<file path="src/rtl/collective_pkg.sv">
// Shared flit field layout for the packeter, the reduction table and the injection queue.
// The children count is prepended above the packeted flit to form one queue entry.
package collective_pkg;

    localparam int unsigned FlitWidth    = 82;
    localparam int unsigned ValidBitPos  = 81;

    localparam int unsigned PayloadPos   = 0;
    localparam int unsigned PayloadWidth = 32;
    localparam int unsigned OpPos        = 32;
    localparam int unsigned OpWidth      = 4;
    localparam int unsigned AlgTypePos   = 36;
    localparam int unsigned AlgTypeWidth = 3;
    localparam int unsigned TagPos       = 39;
    localparam int unsigned TagWidth     = 8;
    localparam int unsigned ContextIdPos   = 47;
    localparam int unsigned ContextIdWidth = 8;
    localparam int unsigned RankPos      = 55;
    localparam int unsigned RankWidth    = 8;
    localparam int unsigned CoordWidth   = 3;
    localparam int unsigned SrcXPos      = 63;
    localparam int unsigned SrcYPos      = 66;
    localparam int unsigned SrcZPos      = 69;
    localparam int unsigned DstXPos      = 72;
    localparam int unsigned DstYPos      = 75;
    localparam int unsigned DstZPos      = 78;

    localparam int unsigned ChildPos     = 82;
    localparam int unsigned ChildWidth   = 3;
    localparam int unsigned EntryWidth   = FlitWidth + ChildWidth;

    typedef struct packed {
        logic [ChildWidth-1:0] children;
        logic [FlitWidth-1:0]  flit;
    } entry_t;

endpackage

</file>
<file path="src/rtl/sync_fifo.sv">
// Circular FIFO with registered pointers and fill count; head entry is visible combinationally.
// Depth must be a power of two so the pointers wrap naturally.
module sync_fifo #(
    parameter int unsigned Width = 85,
    parameter int unsigned Depth = 8
) (
    input  logic                       clk,
    input  logic                       rst,
    input  logic                       wr_en,
    input  logic [Width-1:0]           wr_data,
    input  logic                       rd_en,
    output logic [Width-1:0]           rd_data,
    output logic                       full,
    output logic                       empty,
    output logic [$clog2(Depth):0]     count
);

    localparam int unsigned PtrW = $clog2(Depth);
    localparam logic [PtrW:0] CntFull = (PtrW+1)'(Depth);
    localparam logic [PtrW:0] CntOne  = (PtrW+1)'(1);

    logic [Width-1:0] mem [Depth];
    logic [PtrW-1:0]  wr_ptr;
    logic [PtrW-1:0]  rd_ptr;
    logic             do_wr;
    logic             do_rd;

    assign full    = (count == CntFull);
    assign empty   = (count == '0);
    assign do_wr   = wr_en & ~full;
    assign do_rd   = rd_en & ~empty;
    assign rd_data = mem[rd_ptr];

    always_ff @(posedge clk) begin
        if (rst) begin
            wr_ptr <= '0;
            rd_ptr <= '0;
            count  <= '0;
        end else begin
            if (do_wr) wr_ptr <= wr_ptr + PtrW'(1);
            if (do_rd) rd_ptr <= rd_ptr + PtrW'(1);
            case ({do_wr, do_rd})
                2'b10:   count <= count + CntOne;
                2'b01:   count <= count - CntOne;
                default: count <= count;
            endcase
        end
    end

    always_ff @(posedge clk) begin
        if (do_wr) mem[wr_ptr] <= wr_data;
    end

endmodule

</file>
<file path="src/rtl/flit_inject_queue.sv">
// Injection stage: tags packeted flits with a children count, queues them and issues
// them to the router injection port under credit flow control, discarding invalid flits.
module flit_inject_queue
    import collective_pkg::*;
#(
    parameter int unsigned Depth   = 8,
    parameter int unsigned Credits = 4
) (
    input  logic                    clk,
    input  logic                    rst,
    input  logic [FlitWidth-1:0]    in_flit,
    input  logic [ChildWidth-1:0]   in_children,
    input  logic                    in_valid,
    output logic                    in_ready,
    output logic [EntryWidth-1:0]   out_entry,
    output logic                    out_valid,
    input  logic                    credit_in,
    output logic [$clog2(Depth):0]  occupancy,
    output logic [15:0]             drop_count,
    output logic                    credit_err
);

    localparam int unsigned CredW = $clog2(Credits + 1);
    localparam logic [CredW-1:0] CredMax = CredW'(Credits);

    logic                  handshake;
    logic                  push;
    logic                  drop;
    logic                  issue;
    logic                  fifo_full;
    logic                  fifo_empty;
    entry_t                wr_entry;
    logic [EntryWidth-1:0] head_entry;
    logic [CredW-1:0]      credit_cnt;

    assign in_ready  = ~fifo_full;
    assign handshake = in_valid & in_ready;
    assign push      = handshake & in_flit[ValidBitPos];
    assign drop      = handshake & ~in_flit[ValidBitPos];
    assign issue     = ~fifo_empty & (credit_cnt != '0);

    assign wr_entry.children = in_children;
    assign wr_entry.flit     = in_flit;

    sync_fifo #(
        .Width (EntryWidth),
        .Depth (Depth)
    ) u_fifo (
        .clk     (clk),
        .rst     (rst),
        .wr_en   (push),
        .wr_data (wr_entry),
        .rd_en   (issue),
        .rd_data (head_entry),
        .full    (fifo_full),
        .empty   (fifo_empty),
        .count   (occupancy)
    );

    always_ff @(posedge clk) begin
        if (rst) begin
            out_entry <= '0;
            out_valid <= 1'b0;
        end else begin
            out_valid <= issue;
            if (issue) out_entry <= head_entry;
        end
    end

    // A return at full credit with no concurrent issue is a protocol error: hold and flag it.
    always_ff @(posedge clk) begin
        if (rst) begin
            credit_cnt <= CredMax;
            credit_err <= 1'b0;
        end else begin
            case ({issue, credit_in})
                2'b10:   credit_cnt <= credit_cnt - CredW'(1);
                2'b01: begin
                    if (credit_cnt == CredMax) credit_err <= 1'b1;
                    else                       credit_cnt <= credit_cnt + CredW'(1);
                end
                default: credit_cnt <= credit_cnt;
            endcase
        end
    end

    always_ff @(posedge clk) begin
        if (rst)       drop_count <= '0;
        else if (drop) drop_count <= drop_count + 16'd1;
    end

endmodule

</file>
<file path="config.mk">
export PLATFORM = sky130hd
export DESIGN_NAME = flit_inject_queue
export DESIGN_NICKNAME = d
export VERILOG_FILES = /design/src/rtl/collective_pkg.sv /design/src/rtl/sync_fifo.sv /design/src/rtl/flit_inject_queue.sv
export SDC_FILE = /design/constraint.sdc
export NUM_CORES = 1
export LEC_CHECK = 0
export ABC_AREA = 1
export CORE_MARGIN = 8
export CORE_UTILIZATION = 45
export DETAILED_ROUTE_END_ITERATION = 12
export PLACE_DENSITY = 0.67
export SYNTH_ARGS = -nofsm -noshare
export SYNTH_HDL_FRONTEND = slang
export SYNTH_SLANG_ARGS = --single-unit
</file>
<file path="constraint.sdc">
create_clock -name clk -period 6.5 [get_ports clk]
set_input_delay 0.975 -clock clk [delete_from_list [all_inputs] [get_ports clk]]
set_output_delay 0.975 -clock clk [all_outputs]
set_load 0.05 [all_outputs]
</file>
==> results.rst <==
.. list-table::
   :header-rows: 1

   * - Metric
     - Value
   * - Outcome
     - completed
   * - Net switching fraction of the power
     - 0.340
   * - Leading cell type in the layout, fill and taps excluded
     - edfxtp_1
   * - Min Hold Slack
     - about 0.51 ns
   * - Area growth from synthesis to layout
     - 17.0%
   * - Worst Setup End Kind
     - register
   * - Switching power total
     - 5.06 mW
   * - Clock tree root driver cell
     - clkbuf_16
   * - Leading cell types in the layout, fill and taps excluded
     - edfxtp_1, inv_1, a21oi_1
   * - Sum of net half-perimeters after detailed placement
     - 40400 um
   * - Sequential share of the synthesized area
     - 0.726
   * - Pleak
     - 13.1 nW
   * - Total of warnings raised by yosys
     - 0
   * - CP required
     - 6.74 ns
   * - Post-Synthesis Mean Instance Area
     - 12.0 um^2
   * - Cell count after synthesis
     - approximately 2.6k
   * - Number of port buffers
     - 196
   * - Total power draw
     - 14.9 mW
   * - Top cell type's share of synthesized area
     - 0.651
   * - Peak Freq
     - ~270 MHz
   * - Top post-synthesis cells by area
     - edfxtp_1, dfxtp_1, a21oi_1, o21ai_0, inv_1
   * - Placeable core area
     - 68800 um^2
   * - Ratio of routed vias to standard cells
     - 5.24
   * - Kind of cell with the highest combined delay on the critical path
     - buffers and inverters
   * - First-pass iteration count of the detailed router
     - 6
   * - Vertical extent of the die
     - ~280 um
   * - Largest net degree at the start of global routing
     - 282
   * - Total standard cell area after synthesis
     - between 30000 and 40000 um^2
   * - Logic pwr share
     - 0.278
   * - Cell repeated most along the worst path
     - buf_4
   * - Worst rel slew slack
     - 0.277
   * - Clock net sink count
     - 796
   * - Max IR drop VDD
     - 0.450 mV
   * - Placer congestion estimate
     - 0.790
   * - CP Class
     - in2reg
   * - Worst path cell trace
     - clkdlybuf4s50_1 > nand3_1 > nor2_1 > inv_1 > nor2_4 > buf_4 > buf_4
   * - Clk Latency, worst-skew pair
     - between 0.6 and 0.7 ns
   * - Number of buffers inserted by post-CTS setup repair
     - 0
   * - Final TNS setup
     - 0 ns
   * - Clock slew at reported path FFs
     - 0.06 ns
   * - CTS HTree Levels
     - 3
   * - Wire length of the first global-routing pass
     - 108000 um
   * - Sequential Power Share
     - 0.413
   * - Initial standard-cell utilization of the core
     - 0.455
   * - Number of max-cap violations
     - 0
   * - Antenna violations before repair
     - 6
   * - Largest stage delay, worst path
     - approximately 0.76 ns
   * - Cell variety after synth
     - 28
   * - Highest fanout seen on the critical path
     - 47
   * - Wire length after detailed routing
     - 70200 um
   * - Clock buffer depth
     - 3
   * - I/O pin total
     - 197
   * - Arrival time at the worst endpoint
     - about 3.9 ns
   * - Flop and latch count out of synthesis
     - 796
   * - Per-cell routed wire length
     - 18.7 um
   * - Hold-fix buffers, CTS
     - 0
   * - Die area
     - 78400 um^2
   * - Count of nets after finishing
     - 2856
   * - Internal cell power
     - between 9 and 10 mW
   * - Skew final
     - 0.0164 ns
   * - Vias after detailed routing
     - 19.7k
   * - Max-slew violations
     - 0
   * - Net Count, Synth
     - about 2.7k
   * - Hold violation count in the final report
     - 0
   * - Die Wd
     - 280 um
   * - Violation count after the first detailed-route iteration
     - 1786
   * - Endpoints failing setup
     - 0
   * - TritonCTS clock tree
     - done
   * - Number of cells upsized or downsized after cts
     - 0
   * - Number of CTS-inserted buffers
     - 82
   * - Num rows
     - between 90 and 100
   * - Critical-path top delay cell
     - clkdlybuf4s50_1
   * - Fraction of final layout cells with drive strength greater than 1
     - 0.0581
   * - Global route overflow
     - 0
   * - Worst path bufs/invs
     - 4
   * - Vias in the first global route
     - 19.2k
   * - Min Clock Period, post-route
     - about 3.7 ns
   * - Post-route ant nets
     - 0
   * - Detailed-route DRC error count
     - 0
   * - Startpoint types
     - input pin
   * - Total track usage
     - 0.174
   * - Clock network fraction of total power
     - 0.309
   * - Cell type with the highest aggregate area in the netlist
     - edfxtp_1
   * - Hold crit path type
     - reg2reg
   * - Final period utilization
     - 0.568
   * - Slew of the pin with the lowest slew margin
     - 1.08 ns
   * - RSZ-0062 raised after global routing
     - no
   * - PD cells
     - slightly above 400 nW/um^2
[stage by stage]
| stage | util | instances | cell area (um^2) | worst slack (ns) |
|---|---|---|---|---|
| 2_1_floorplan | - | 2622 | 31300 | 0.829 |
| 3_3_place_gp | 0.494 | 3607 | 34000 | 2.21 |
| 3_5_place_dp | 0.494 | 3607 | 34000 | 2.15 |
| 4_1_cts | 0.533 | 3755 | 36700 | 2.82 |
| 5_1_grt | 0.533 | 3757 | 36700 | 2.69 |
| 6_report | 0.533 | 3758 | 36700 | 2.81 |
[cell usage after synthesis (all sizes together)]
cell,count
xnor2,2
nand2,230
xor2,1
nand4,4
ha,6
edfxtp,680
inv,377
nand3,105
fa,1
o21ai,438
nor2,47
o21a,2
dfxtp,116
nand3b,2
buf,83
clkbuf,81
nor3,5
a21oi,357
o211ai,85
[flip-flops by register name (all words and copies together), names as in the netlist]
signal / flops
u_fifo.mem: 680
drop_count: 16
credit_cnt: 3
credit_err: 1
u_fifo.rd_ptr: 3
out_entry: 85
u_fifo.wr_ptr: 3
u_fifo.count: 4
out_valid: 1
[kinds of logic after synthesis]
logic type / synth area share
xor+xnor: 0.000838
fa+ha+maj: 0.00303
buf+inv: 0.0704
compound gates: 0.148
flops: 0.726
simple gates: 0.0524
[power groups by stage]
stage | logic, mW | clock network (mW) | registers (mW)
6_report | 4.13 | 4.60 | 6.15
5_1_grt | 4.56 | 4.87 | 6.19
4_1_cts | 4.18 | 4.69 | 6.15
3_5_place_dp | 4.16 | 0 | 6.25
3_3_place_gp | 4.07 | 0 | 6.24
2_1_floorplan | 2.31 | 0 | 6.90
[final cells by class]
cell class / count / area [um^2]
inverter: 377 / 1420
fill: 5645 / 32100
clock inverter: 39 / 334
multi-input combinational: 1285 / 6460
clock buffer: 109 / 2340
timing repair buffer: 218 / 2200
tap: 931 / 1160
antenna: 3 / 7.51
sequential: 796 / 22800
[metal layers]
metal	vias to the layer above	wire length [um]	GRT usage
li1	9502	-	-
met1	9532	29900	0.225
met2	519	34700	0.298
met3	120	4190	0.0353
met4	6	1450	0.0460
met5	-	38	0
[tightest hold or removal path: stages (launching register included)]
cell	delay (ns)
dfxtp_1	0.33
nand2_1	0.07
nand3_1	0.06
[path summary, 6_finish.rpt]
check,cells past startpoint,slack (ns),start,endpoint
worst max-delay path,7,2.81,in_flit[81],u_fifo.mem[5][20]
worst min register to register,2,0.51,credit_cnt[2],credit_cnt[2]
worst max register to register,8,3.36,u_fifo.count[0],u_fifo.mem[5][20]
worst min-delay path,2,0.51,credit_cnt[2],credit_cnt[2]
(Power assumes the default switching activity.)
